## src/rtl/qspi_pkg.sv

```systemverilog
// qspi_pkg
//   Shared types and constants for the QSPI request arbiter.
//   - arb_state_t         : arbiter FSM states
//   - OWN_NONE/XIP/IND    : owner_out encodings
//   - XIP_CMD_PLACEHOLDER : opcode latched for XIP grants; the sequencer
//                           substitutes its own XIP read opcode
package qspi_pkg;

    typedef enum logic [2:0] {
        IDLE,
        LAUNCH,
        WAIT_BUSY,
        RUN,
        DONE
    } arb_state_t;

    localparam logic [1:0] OWN_NONE = 2'b00;
    localparam logic [1:0] OWN_XIP  = 2'b01;
    localparam logic [1:0] OWN_IND  = 2'b10;

    localparam logic [7:0] XIP_CMD_PLACEHOLDER = 8'h00;

endpackage

```

## src/rtl/qspi_arb_watchdog.sv

```systemverilog
// qspi_arb_watchdog
//   Clearable cycle counter with a limit compare. Counts cycles with inc
//   high; expired is asserted combinationally during the cycle that would
//   bring the count to LIMIT, so the owner can leave on exactly the
//   LIMIT-th counted cycle.
// Ports:
//   sclk, rst_n : clock, asynchronous active-low reset
//   clr         : synchronous clear (priority over inc)
//   inc         : count this cycle
//   expired     : this counted cycle is the LIMIT-th one
module qspi_arb_watchdog #(
    parameter int LIMIT = 16
) (
    input  logic sclk,
    input  logic rst_n,
    input  logic clr,
    input  logic inc,
    output logic expired
);

    localparam int CNT_W = $clog2(LIMIT + 1);

    logic [CNT_W-1:0] count;

    assign expired = inc && (count == CNT_W'(LIMIT - 1));

    // NOTE: sequential state is always updated with <= so every flop samples
    // pre-edge values regardless of block ordering.
    always_ff @(posedge sclk or negedge rst_n) begin
        if (!rst_n) begin
            count <= '0;
        end else if (clr) begin
            count <= '0;
        end else if (inc && count != CNT_W'(LIMIT)) begin
            count <= count + 1'b1;
        end
    end

endmodule

```

## src/rtl/qspi_req_arbiter.sv

```systemverilog
// qspi_req_arbiter
//   Shares one QSPI sequencer between the AHB XIP read path and the
//   indirect register-command path. Arbitrates in IDLE, latches the
//   winner's descriptor, pulses seq_start_out, supervises seq_busy_in with
//   a start watchdog and returns done/err to the owner. Moore machine: all
//   outputs are flops or decodes of state plus latched owner/error.
// Ports:
//   sclk, rst_n                      : clock, asynchronous active-low reset
//   xip_req_in/xip_addr_in           : XIP request (level) and address
//   xip_ack_out/xip_done_out         : XIP descriptor-latched / finished pulses
//   ind_req_in/ind_addr_in/ind_cmd_in: indirect request, address, opcode
//   ind_ack_out/ind_done_out         : indirect descriptor-latched / finished
//   err_out                          : with done, start watchdog expired
//   seq_start_out                    : one-cycle start to the sequencer
//   seq_addr_out/seq_cmd_out/
//   seq_is_xip_out                   : latched descriptor
//   seq_busy_in                      : sequencer busy
//   owner_out                        : current owner (OWN_* codes)
module qspi_req_arbiter
    import qspi_pkg::*;
#(
    parameter int ADDR_W         = 32,
    parameter int START_TIMEOUT  = 16,
    parameter int XIP_STREAK_MAX = 4
) (
    input  logic              sclk,
    input  logic              rst_n,
    input  logic              xip_req_in,
    input  logic [ADDR_W-1:0] xip_addr_in,
    output logic              xip_ack_out,
    output logic              xip_done_out,
    input  logic              ind_req_in,
    input  logic [ADDR_W-1:0] ind_addr_in,
    input  logic [7:0]        ind_cmd_in,
    output logic              ind_ack_out,
    output logic              ind_done_out,
    output logic              err_out,
    output logic              seq_start_out,
    output logic [ADDR_W-1:0] seq_addr_out,
    output logic [7:0]        seq_cmd_out,
    output logic              seq_is_xip_out,
    input  logic              seq_busy_in,
    output logic [1:0]        owner_out
);

    localparam int STREAK_W = $clog2(XIP_STREAK_MAX + 1);

    arb_state_t          state, state_nxt;
    logic [STREAK_W-1:0] streak;
    logic                streak_full;
    logic                err_flag;
    logic                grant_xip, grant_ind;
    logic                wd_expired;

    qspi_arb_watchdog #(
        .LIMIT (START_TIMEOUT)
    ) u_watchdog (
        .sclk    (sclk),
        .rst_n   (rst_n),
        .clr     (state == LAUNCH),
        .inc     (state == WAIT_BUSY && !seq_busy_in),
        .expired (wd_expired)
    );

    assign streak_full = (streak == STREAK_W'(XIP_STREAK_MAX));

    // Arbitration. A stale busy from the sequencer blocks any grant. XIP
    // wins ties until it has starved a waiting indirect request for
    // XIP_STREAK_MAX consecutive grants.
    // NOTE: every always_comb output gets a default first so no path can
    // leave it unassigned and infer a latch.
    always_comb begin
        grant_xip = 1'b0;
        grant_ind = 1'b0;
        if (state == IDLE && !seq_busy_in) begin
            if (xip_req_in && !(ind_req_in && streak_full)) begin
                grant_xip = 1'b1;
            end else if (ind_req_in) begin
                grant_ind = 1'b1;
            end
        end
    end

    always_comb begin
        state_nxt = state;
        unique case (state)
            IDLE:      if (grant_xip || grant_ind) state_nxt = LAUNCH;
            LAUNCH:    state_nxt = WAIT_BUSY;
            WAIT_BUSY: begin
                if (seq_busy_in)     state_nxt = RUN;
                else if (wd_expired) state_nxt = DONE;
            end
            RUN:       if (!seq_busy_in) state_nxt = DONE;
            DONE:      state_nxt = IDLE;
            default:   state_nxt = IDLE;
        endcase
    end

    always_ff @(posedge sclk or negedge rst_n) begin
        if (!rst_n) begin
            state          <= IDLE;
            seq_addr_out   <= '0;
            seq_cmd_out    <= '0;
            seq_is_xip_out <= 1'b0;
            owner_out      <= OWN_NONE;
            streak         <= '0;
            err_flag       <= 1'b0;
        end else begin
            state <= state_nxt;

            // Descriptor is captured only on grant, so it holds from LAUNCH
            // through DONE whatever the requesters do meanwhile.
            if (grant_xip) begin
                seq_addr_out   <= xip_addr_in;
                seq_cmd_out    <= XIP_CMD_PLACEHOLDER;
                seq_is_xip_out <= 1'b1;
                owner_out      <= OWN_XIP;
            end else if (grant_ind) begin
                seq_addr_out   <= ind_addr_in;
                seq_cmd_out    <= ind_cmd_in;
                seq_is_xip_out <= 1'b0;
                owner_out      <= OWN_IND;
            end else if (state == DONE) begin
                owner_out <= OWN_NONE;
            end

            // Streak only measures starvation of a waiting indirect request.
            if (grant_ind || (state == IDLE && !ind_req_in)) begin
                streak <= '0;
            end else if (grant_xip && !streak_full) begin
                streak <= streak + 1'b1;
            end

            if (state == LAUNCH) begin
                err_flag <= 1'b0;
            end else if (state == WAIT_BUSY && !seq_busy_in && wd_expired) begin
                err_flag <= 1'b1;
            end
        end
    end

    assign seq_start_out = (state == LAUNCH);
    assign xip_ack_out   = (state == LAUNCH) && (owner_out == OWN_XIP);
    assign ind_ack_out   = (state == LAUNCH) && (owner_out == OWN_IND);
    assign xip_done_out  = (state == DONE) && (owner_out == OWN_XIP);
    assign ind_done_out  = (state == DONE) && (owner_out == OWN_IND);
    assign err_out       = (state == DONE) && err_flag;

endmodule

```

## config.mk

```make
export PLATFORM = sky130hd
export DESIGN_NAME = qspi_req_arbiter
export DESIGN_NICKNAME = d
export VERILOG_FILES = /design/src/rtl/qspi_pkg.sv /design/src/rtl/qspi_arb_watchdog.sv /design/src/rtl/qspi_req_arbiter.sv
export SDC_FILE = /design/constraint.sdc
export NUM_CORES = 1
export LEC_CHECK = 0
export BUFFER_PORTS_ARGS = -buffer_cell sky130_fd_sc_hd__buf_4
export CAP_MARGIN = 15
export CORE_ASPECT_RATIO = 0.7
export CORE_MARGIN = 2
export CORE_UTILIZATION = 45
export CTS_BUF_LIST = sky130_fd_sc_hd__clkbuf_4
export DETAILED_ROUTE_END_ITERATION = 16
export GPL_TIMING_DRIVEN = 0
export PLACE_DENSITY_LB_ADDON = 0.12
export SYNTH_ARGS = -nofsm -noshare
export SYNTH_HDL_FRONTEND = slang
export SYNTH_HIERARCHICAL = 1
export SYNTH_SLANG_ARGS = --single-unit
export TNS_END_PERCENT = 50
```

## constraint.sdc

```tcl
create_clock -name sclk -period 2.4 [get_ports sclk]
set_input_delay 0.36 -clock sclk [delete_from_list [all_inputs] [get_ports sclk]]
set_output_delay 0.36 -clock sclk [all_outputs]
set_load 0.01 [all_outputs]
```

==> results of run 1 <==
## critical path, stage by stage (launching register included)
cell and delay, ns:
dfrtp_1 0.38, clkbuf_1 0.19, nor2_1 0.27, nand2_1 0.17, nor2_1 0.14, buf_4 0.14
## power groups by stage
| stage | clock network (mW) | logic [mW] | registers, mW |
|---|---|---|---|
| floorplan | 0 | 0.860 | 1.76 |
| global placement | 0 | 1.87 | 1.62 |
| detailed placement | 0 | 1.91 | 1.63 |
| CTS | 0.409 | 1.91 | 1.61 |
| global route | 0.448 | 2.07 | 1.67 |
| finish | 0.401 | 1.90 | 1.61 |
## sequential cells by signal, summed over array words and instances, names as in the netlist
signal            count
state                 3
u_watchdog/count      5
owner_out             2
seq_is_xip_out        1
err_flag              1
seq_cmd_out           8
seq_addr_out         32
streak                3
## cell families after synthesis
logic type | Yosys count
and+or+nand+nor | 34
buffers and inverters | 37
DFF | 55
AOI/OAI and AO/OA | 124
xor gates and xnor gates | 1
adders and majority gates | 5
muxes | 3
## stage by stage
| step | util | power (mW) | std cells | worst slack (ns) |
|---|---|---|---|---|
| CTS | 0.6601 | 3.933 | 466 | 0.2344 |
| global route | 0.6612 | 4.185 | 466 | 0.2264 |
| finish | 0.6612 | 3.917 | 466 | 0.3837 |
| global placement | 0.6511 | 3.485 | 458 | 0.2805 |
| floorplan | - | 2.620 | 259 | 0.5117 |
| detailed placement | 0.6511 | 3.539 | 458 | 0.2592 |
## how the worst min path moves through the flow
| stage | cells past startpoint | endpoint |
|---|---|---|
| after floorplan | 0 | err_flag |
| after global placement | 1 | seq_addr_out[11] |
| after detailed placement | 1 | seq_addr_out[11] |
| after CTS | 1 | seq_addr_out[11] |
| after global routing | 1 | seq_addr_out[12] |
| final | 1 | seq_addr_out[9] |
## metal layers
metal	vias to the layer above	GRT usage	wire (um)
met5	-	0	0
met4	0	0.04012	57
met3	7	0.05645	689
met2	118	0.3524	3612
met1	1283	0.3465	3724
li1	1278	-	-
## area by class of cell
type / instances / area [um^2]
inverters: 11 / 41.29
repair buffers: 124 / 930.9
clock inverters: 2 / 7.507
clock buffers: 6 / 45.04
well taps: 75 / 93.84
multi-input cells: 167 / 1254
plain buffers: 26 / 113.9
flip-flops and latches: 55 / 1376
fillers: 490 / 1979
## cells in the final DEF (no fill, tap or decap), types with 2 or more instances in the layout
cell type and instances:
a2bb2oi_1 32, inv_1 10, and3_1 3, buf_2 7
clkinv_1 2, nor2_1 16, nand2_1 5, dfrtp_1 55
a22o_1 9, buf_4 124, clkbuf_4 6, a21oi_1 2
clkbuf_1 18, a211oi_1 3, ha_1 5, o21ai_0 35
nand2b_1 2, a311oi_1 32, a31oi_1 2
==> results.sh, run 1 <==
export IMPL_outcome="finished with violations"
export IMPL_violations="negative hold slack"
export IMPL_synthDominantCellAreaShare=0.4953
export IMPL_worst_r2r_endpoint="seq_addr_out[1]"
export IMPL_clk_pin_slew_ns=0.16
export IMPL_cp_required_ns=2.04
export IMPL_syn_nets=341
export IMPL_clkPwrFrac=0.102
export IMPL_synth_cell_types=38
export IMPL_worstPathArrival_ns=1.66
export IMPL_ys_flop_type="dfrtp_1"
export IMPL_fin_skew_ns=0.02035
export IMPL_ys_warn_count=6
export IMPL_die_area_mm2=0.006830
export IMPL_synth_area_mm2=0.002779
export IMPL_gp_congestion=0.9128
export IMPL_syn_to_final_growth_pct=38.99
export IMPL_postCtsSetupBuffers=0
export IMPL_io_pins=126
export IMPL_p_comb_frac=0.486
export IMPL_critPathLaunchType="flop"
export IMPL_fin_nets=472
export IMPL_start_util=0.4757
export IMPL_cts_made_buffers=5
export IMPL_holdWs_ns=-0.01445
export IMPL_dr_first_iter_drc_count=174
export IMPL_clock_sinks=55
export IMPL_rrSetupSlack_ns=0.42
export IMPL_power_density_mw_per_mm2=1014
export IMPL_netlist_instances=259
export IMPL_slew_headroom=0.5243
export IMPL_coreArea_mm2=0.005842
export IMPL_dpl_hpwl_mm=5.892
export IMPL_worst_pin_slew_ns=0.7088
export IMPL_die_width_um=97.93
export IMPL_critical_path_class="reg -> out"
export IMPL_ys_ff_latch=55
export IMPL_fin_area_mm2=0.003862
export IMPL_ff2ff_path_depth=6
export IMPL_clock_latency_ns=0.38
export IMPL_antenna_found_initial=0
export IMPL_drc=0
export IMPL_grt_max_degree=56
export IMPL_port_buffers=124
export IMPL_rsz0062_at_grt="false"
export IMPL_setup_worst_path_end_class="output pin"
export IMPL_crit_start="state[1]"
export IMPL_die_y_um=69.75
export IMPL_overflow=0
export IMPL_clock_path_buffers=2
export IMPL_crit_path_end="ind_done_out"
export IMPL_min_path_type="in -> async"
export IMPL_muxShareOfSynthArea=0.01306
export IMPL_crit_path_max_fanout=9
export IMPL_max_vdd_ir_drop_v=0.0005130
export IMPL_cts_tree="done"
export IMPL_routed_wl_mm=8.083
export IMPL_cts_max_level=2
export IMPL_p_int_mw=2.516
export IMPL_ant_nets=0
export IMPL_cts_resized=0
export IMPL_yosys_area_share_simple=0.06168
export IMPL_p_switching_mw=1.401
export IMPL_dr_pass1_iters=4
export IMPL_seq_area_frac_synth=0.4953
export IMPL_synth_most_common_cell="dfrtp_1"
export IMPL_drive_gt1_frac=0.3734
export IMPL_synth_edf_count=0
export IMPL_r2r_start="state[1]"
export IMPL_avgSynthCellArea_um2=10.73
export IMPL_synth_xor_area_frac=0.003152
export IMPL_cts_hold_buf=0
export IMPL_num_rows=23
export IMPL_async_reset_ff_frac=1.000
export IMPL_finalHoldViolations=10
export IMPL_finalSetupTns_ns=0
export IMPL_fin_crit_sh=0.8401
export IMPL_yosys_area_top_type="dfrtp_1"
export IMPL_synth_top_family_by_area="compound AO/OA/AOI/OAI gates"
export IMPL_p_seq_frac=0.412
export IMPL_root_buffer="clkbuf_4"
export IMPL_grt_pass1_wl_mm=13.10
export IMPL_synth_compound_area_frac=0.3485
export IMPL_netSwitchingFraction=0.3576
export IMPL_grt_pass1_vias=2586
export IMPL_period_needed_ns=2.016
export IMPL_synthAdderAreaFrac=0.02251
export IMPL_antenna_cells=0
export IMPL_vias=2686
export IMPL_maxSlewViolCount=0
export IMPL_drt_vias_per_instance=5.764
export IMPL_maxCapViolations=0
export IMPL_grt_usage=0.2335
export IMPL_netlist_top_cells_count="dfrtp_1, o21ai_0, a2bb2oi_1, a311oi_1, clkbuf_1"
export IMPL_leakage_nw=1.741
export IMPL_fmax_mhz=496.0
export IMPL_wl_per_cell_um=17.35
export IMPL_setup_viol=0
export IMPL_synth_top_cells_by_area="dfrtp_1, a2bb2oi_1, a311oi_1"
export IMPL_postPlaceCellArea_mm2=0.003804
Note: power is estimated with default switching activity, not from simulation.
==> run 2, diff against run 1 <==
==> constraint.sdc (replaced) <==
create_clock -name sclk -period 2 [get_ports sclk]
set_input_delay 0.3 -clock sclk [delete_from_list [all_inputs] [get_ports sclk]]
set_output_delay 0.3 -clock sclk [all_outputs]
set_load 0.01 [all_outputs]
==> run 2 against run 1 <==
Against the previous run: the flow now finishes without violations; global-route usage about the same; die area unchanged; critical path depth increased by 1; final area increased by 1.9%; clock skew decreased by 0.00093 ns; core utilization increased by 1.3 points; combinational power increased by 21%; setup slack got worse by 0.35 ns; via count decreased by 0.30%; cell count unchanged; non-clock buffer count unchanged; wire length increased by 2.6%.
==> results.sh, run 2 (synthesis results as in run 1) <==
export IMPL_die_y_um=69.75
export IMPL_critPathMaxStageDelay_ns=0.54
export IMPL_post_route_worst_setup_slack_ns=0.03361
export IMPL_final_common_cell="buf_4"
export IMPL_cts_made_buffers=5
export IMPL_grt_pass1_vias=2588
export IMPL_worst_r2r_endpoint="seq_addr_out[30]"
export IMPL_worstPathArrival_ns=2.22
export IMPL_antenna_found_initial=0
export IMPL_period_needed_ns=1.966
export IMPL_finalSetupTns_ns=0
export IMPL_min_path_type="in -> reg"
export IMPL_slew_headroom=0.5064
export IMPL_fin_cells=466
export IMPL_dp_cells=458
export IMPL_cpMaxStageDelayCell="or4_4"
export IMPL_final_util=0.6738
export IMPL_crit_start="state[2]"
export IMPL_dr_first_iter_drc_count=167
export IMPL_outcome="finished clean"
export IMPL_wl_per_cell_um=17.79
export IMPL_drc=0
export IMPL_max_vdd_ir_drop_v=0.0006170
export IMPL_ant_nets=0
export IMPL_critical_path_class="reg -> reg"
export IMPL_cpMostUsedCell="buf_2"
export IMPL_clk_pin_slew_ns=0.16
export IMPL_dr_pass1_iters=4
export IMPL_dpl_hpwl_mm=5.892
export IMPL_fin_crit_sh=0.9832
export IMPL_die_area_mm2=0.006830
export IMPL_port_buffers=124
export IMPL_r2r_start="state[2]"
export IMPL_grt_max_degree=56
export IMPL_io_pins=126
export IMPL_clock_latency_ns=0.38
export IMPL_power_density_mw_per_mm2=1205
export IMPL_leakage_nw=1.757
export IMPL_vias=2678
export IMPL_top_regs="seq_addr_out x32, seq_cmd_out x8, u_watchdog/count x5"
export IMPL_crit_chain="buf_2 -> or4_4 -> buf_6 -> buf_2 -> a311oi_1 -> a2bb2oi_1"
export IMPL_grt_usage=0.2333
export IMPL_maxSlewViolCount=0
export IMPL_syn_to_final_growth_pct=41.65
export IMPL_setup_worst_path_end_class="flop"
export IMPL_path_delay_family="simple AND/OR/NAND/NOR gates"
export IMPL_critPathLaunchType="flop"
export IMPL_dp_slack_ns=-0.1408
export IMPL_crit_path_max_fanout=10
export IMPL_routed_wl_mm=8.290
export IMPL_fin_area_mm2=0.003936
export IMPL_rrSetupSlack_ns=0.03
export IMPL_overflow=0
export IMPL_die_width_um=97.93
export IMPL_finalHoldViolations=0
export IMPL_mostFrequentLayoutCells="buf_4, dfrtp_1, o21ai_0"
export IMPL_num_rows=23
export IMPL_drive_gt1_frac=0.4066
export IMPL_drt_vias_per_instance=5.747
export IMPL_fin_nets=472
export IMPL_postPlaceCellArea_mm2=0.003804
export IMPL_largest_register="seq_addr_out"
export IMPL_total_power_mw=4.744
export IMPL_maxCapViolations=0
export IMPL_worst_pin_slew_ns=0.7355
export IMPL_fmax_mhz=508.5
export IMPL_crit_buf_inv=3
export IMPL_crit_cells=6
export IMPL_setup_viol=0
export IMPL_gp_congestion=0.9128
export IMPL_holdWs_ns=0.1195
export IMPL_root_buffer="clkbuf_4"
export IMPL_grt_pass1_wl_mm=13.08
export IMPL_antenna_cells=0
export IMPL_cts_tree="done"
export IMPL_cts_max_level=2
export IMPL_crit_path_end="seq_addr_out[30]"
export IMPL_largest_register_ffs=32
export IMPL_start_util=0.4757
export IMPL_coreArea_mm2=0.005842
export IMPL_clock_sinks=55
export IMPL_ff2ff_path_depth=6
export IMPL_fin_skew_ns=0.01942
export IMPL_cp_required_ns=2.26
export IMPL_rsz0062_at_grt="true"
export IMPL_clock_path_buffers=2
## run 2: cell types whose count changed in the layout (fill, tap and decap cells not counted)
cell / previous run / this run
a311oi_1: 32 / 23
a311oi_2: 0 / 9
clkbuf_1: 18 / 16
clkbuf_2: 0 / 1
dlygate4sd3_1: 0 / 1
nand3_1: 1 / 0
nand3_2: 0 / 1
nor2_1: 16 / 14
nor2_2: 0 / 2
## run 2: worst reg2reg max path: stages (launching register included)
cell	delay, ns
dfrtp_1	0.38
buf_2	0.17
or4_4	0.54
buf_6	0.17
buf_2	0.20
a311oi_1	0.30
a2bb2oi_1	0.11
## run 2: power by group
part           switching (mW)  leakage [nW]  internal, mW  total [mW]
Combinational            1.02          1.07          1.28        2.30
Clock                   0.334        0.0307         0.145       0.479
Sequential              0.353         0.659          1.61        1.97
Total                    1.71          1.76          3.03        4.74
## run 2: final cells by class
| type | count | area [um^2] |
|---|---|---|
| clock inverter | 2 | 7.507 |
| clock buffer | 6 | 45.04 |
| fill | 484 | 1906 |
| timing repair buffer | 125 | 940.9 |
| tap | 75 | 93.84 |
| buffer | 25 | 111.4 |
| sequential | 55 | 1376 |
| multi-input combinational | 167 | 1320 |
| inverter | 11 | 41.29 |
## run 2: worst min path at each step
| stage | from | end | slack, ns | cells past startpoint |
|---|---|---|---|---|
| final | ind_cmd_in[7] | seq_cmd_out[7] | 0.12 | 2 |
| after detailed placement | rst_n | seq_addr_out[11] | 0.39 | 1 |
| after CTS | ind_cmd_in[7] | seq_cmd_out[7] | 0.11 | 2 |
| after floorplan | rst_n | err_flag | 0.004 | 0 |
| after global placement | rst_n | seq_addr_out[11] | 0.39 | 1 |
| after global routing | ind_cmd_in[7] | seq_cmd_out[7] | 0.12 | 2 |
## run 2: metal layers
layer,wire length [um],GRT usage
met2,3737,0.3524
met3,590,0.05544
met5,0,0
met1,3904,0.3465
met4,57,0.04012
## run 2: what timing repair did
item | 4_1_cts | 5_1_grt
hold endpoints to repair | 55 | 0
hold buffers | 1 | 0
gates resized for setup | 1 | 14
pin swaps | 0 | 2
endpoints found under the setup margin | 3 | 43
setup buffers | 0 | 0
==> run 3, diff against run 2 <==
--- a/config.mk
+++ b/config.mk
@@ -14,6 +14,8 @@
 export DETAILED_ROUTE_END_ITERATION = 16
 export GPL_TIMING_DRIVEN = 0
 export PLACE_DENSITY_LB_ADDON = 0.12
+export RECOVER_POWER = 100
+export REMOVE_ABC_BUFFERS = 1
 export SYNTH_ARGS = -nofsm -noshare
 export SYNTH_HDL_FRONTEND = slang
 export SYNTH_HIERARCHICAL = 1
==> run 3 against run 2 <==
Against the previous run: flip-flop and latch count unchanged; register-to-register slack improved by 0.08 ns; core utilization decreased by 1.9 points; wire length increased by 2.8%; combinational power decreased by 14%; die area unchanged; sequential share of layout area increased by 1.1 points; maximum frequency increased by 1.2%; hold slack improved by 0.018 ns; non-clock buffer count decreased by 15; highest routed layer unchanged; clock-buffer cell count unchanged; global-route usage increased by 0.26 points.
==> results.sh, run 3 (synthesis results as in run 1) <==
export IMPL_grtUsageMet3=0.07661
export IMPL_coreArea_mm2=0.005842
export IMPL_mostFrequentLayoutCells="buf_4, dfrtp_1, clkbuf_1"
export IMPL_drive_gt1_frac=0.2997
export IMPL_clk_pin_slew_ns=0.15
export IMPL_crit_path_max_fanout=10
export IMPL_die_width_um=97.93
export IMPL_p_int_mw=2.974
export IMPL_cp_required_ns=1.70
export IMPL_routed_wl_mm=8.525
export IMPL_busiest_layer="met2"
export IMPL_die_y_um=69.75
export IMPL_cts_tree="done"
export IMPL_finalHoldViolations=0
export IMPL_dpl_hpwl_mm=5.399
export IMPL_largest_register_ffs=32
export IMPL_leakage_nw=1.628
export IMPL_max_vdd_ir_drop_v=0.0005055
export IMPL_postPlaceCellArea_mm2=0.003760
export IMPL_gr_usage_met1=0.3264
export IMPL_root_buffer="clkbuf_4"
export IMPL_cts_made_buffers=5
export IMPL_antenna_cells=0
export IMPL_period_needed_ns=1.943
export IMPL_start_util=0.4757
export IMPL_p_switching_mw=1.724
export IMPL_io_pins=126
export IMPL_dr_pass1_iters=4
export IMPL_clock_sinks=55
export IMPL_maxSlewViolCount=0
export IMPL_final_common_cell="buf_4"
export IMPL_port_buffers=125
export IMPL_drt_vias_per_instance=6.077
export IMPL_grt_use_met2=0.3668
export IMPL_finalSetupTns_ns=0
export IMPL_netSwitchingFraction=0.3670
export IMPL_clkPwrFrac=0.157
export IMPL_top_regs="seq_addr_out x32, seq_cmd_out x8, u_watchdog/count x5"
export IMPL_largest_register="seq_addr_out"
export IMPL_maxCapViolations=0
export IMPL_grt_pass1_vias=2696
export IMPL_clock_path_buffers=2
export IMPL_critical_path_class="reg -> out"
export IMPL_antenna_found_initial=0
export IMPL_fin_nets=458
export IMPL_drc=0
export IMPL_fmax_mhz=514.6
export IMPL_worstPathArrival_ns=1.64
export IMPL_holdWs_ns=0.1377
export IMPL_critPathLaunchType="flop"
export IMPL_num_rows=23
export IMPL_wl_per_cell_um=18.86
export IMPL_total_power_mw=4.698
export IMPL_grt_max_degree=56
export IMPL_power_density_mw_per_mm2=1229
export IMPL_setup_worst_path_end_class="output pin"
export IMPL_outcome="finished clean"
export IMPL_clock_latency_ns=0.37
export IMPL_vias=2747
export IMPL_overflow=0
export IMPL_grt_usage=0.2359
export IMPL_slew_headroom=0.1002
export IMPL_ant_nets=0
export IMPL_p_comb_frac=0.420
export IMPL_fin_area_mm2=0.003822
export IMPL_fin_skew_ns=0.01909
export IMPL_min_path_type="in -> reg"
export IMPL_p_seq_frac=0.423
export IMPL_fin_crit_sh=0.9717
export IMPL_worst_pin_slew_ns=1.350
export IMPL_syn_to_final_growth_pct=37.55
export IMPL_cts_max_level=2
export IMPL_rsz0062_at_grt="true"
export IMPL_dr_first_iter_drc_count=224
export IMPL_grt_pass1_wl_mm=13.21
export IMPL_gp_congestion=0.7640
export IMPL_setup_viol=0
export IMPL_die_area_mm2=0.006830
## run 3: cell types whose count changed in the layout (fill, tap and decap cells not counted), sizes merged
| cell | before | now |
|---|---|---|
| buf | 132 | 90 |
| bufinv | 0 | 2 |
| clkbuf | 23 | 50 |
| clkinv | 2 | 0 |
| or4 | 1 | 2 |
## run 3: repair_timing
action | in CTS | in global routing
setup endpoints to repair | 44 | 35
gates resized for setup | 5 | 3
endpoints found under the hold margin | 55 | 0
gates cloned | 0 | 1
setup buffers | 2 | 4
hold buffers | 1 | 0
pin swaps | 4 | 2
## run 3: area by class of cell
class,count,area (um^2)
clock inverter,2,60.06
timing repair buffer,135,912.1
clock buffer,6,45.04
fill,513,2019
inverter,11,41.29
sequential,55,1378
multi-input combinational,168,1292
tap,75,93.84
## run 3: through the flow
stage | setup WS (ns) | cells | util
after detailed placement | -0.3603 | 436 | 0.6436
after global routing | -0.08653 | 452 | 0.6543
final | 0.05659 | 452 | 0.6543
after CTS | -0.004975 | 447 | 0.6691
after global placement | -2.270 | 433 | 0.6329
after floorplan | -0.5492 | 233 | -
## run 3: worst paths after layout
path | startpoint | endpoint | slack [ns] | depth (start not counted)
worst max-delay path | state[1] | xip_done_out | 0.06 | 4
worst min-delay path | ind_cmd_in[5] | seq_cmd_out[5] | 0.14 | 2
worst max register to register | state[2] | streak[0] | 0.11 | 4
worst min register to register | err_flag | err_flag | 0.52 | 2
max in group asynchronous | rst_n | state[2] | 0.36 | 2
min in group asynchronous | rst_n | streak[1] | 0.76 | 2
## run 3: routing by layer
metal	wire length, um	up-vias
li1	-	1255
met3	732	4
met1	3823	1353
met2	3927	135
met4	41	0
met5	0	-
## run 3: power by group through the flow
stage	combinational, mW	clock [mW]	sequential [mW]
after global placement	2.18	0	1.98
after detailed placement	2.24	0	1.97
final	1.97	0.737	1.99
after global routing	2.15	0.793	2.06
after floorplan	0.962	0	2.14
after CTS	2.25	0.753	1.98
## run 3: critical path: stages, from the launching register on
cell,delay (ns)
dfrtp_1,0.52
nor2_1,0.25
nand2_1,0.17
nor2_1,0.20
buf_4,0.15
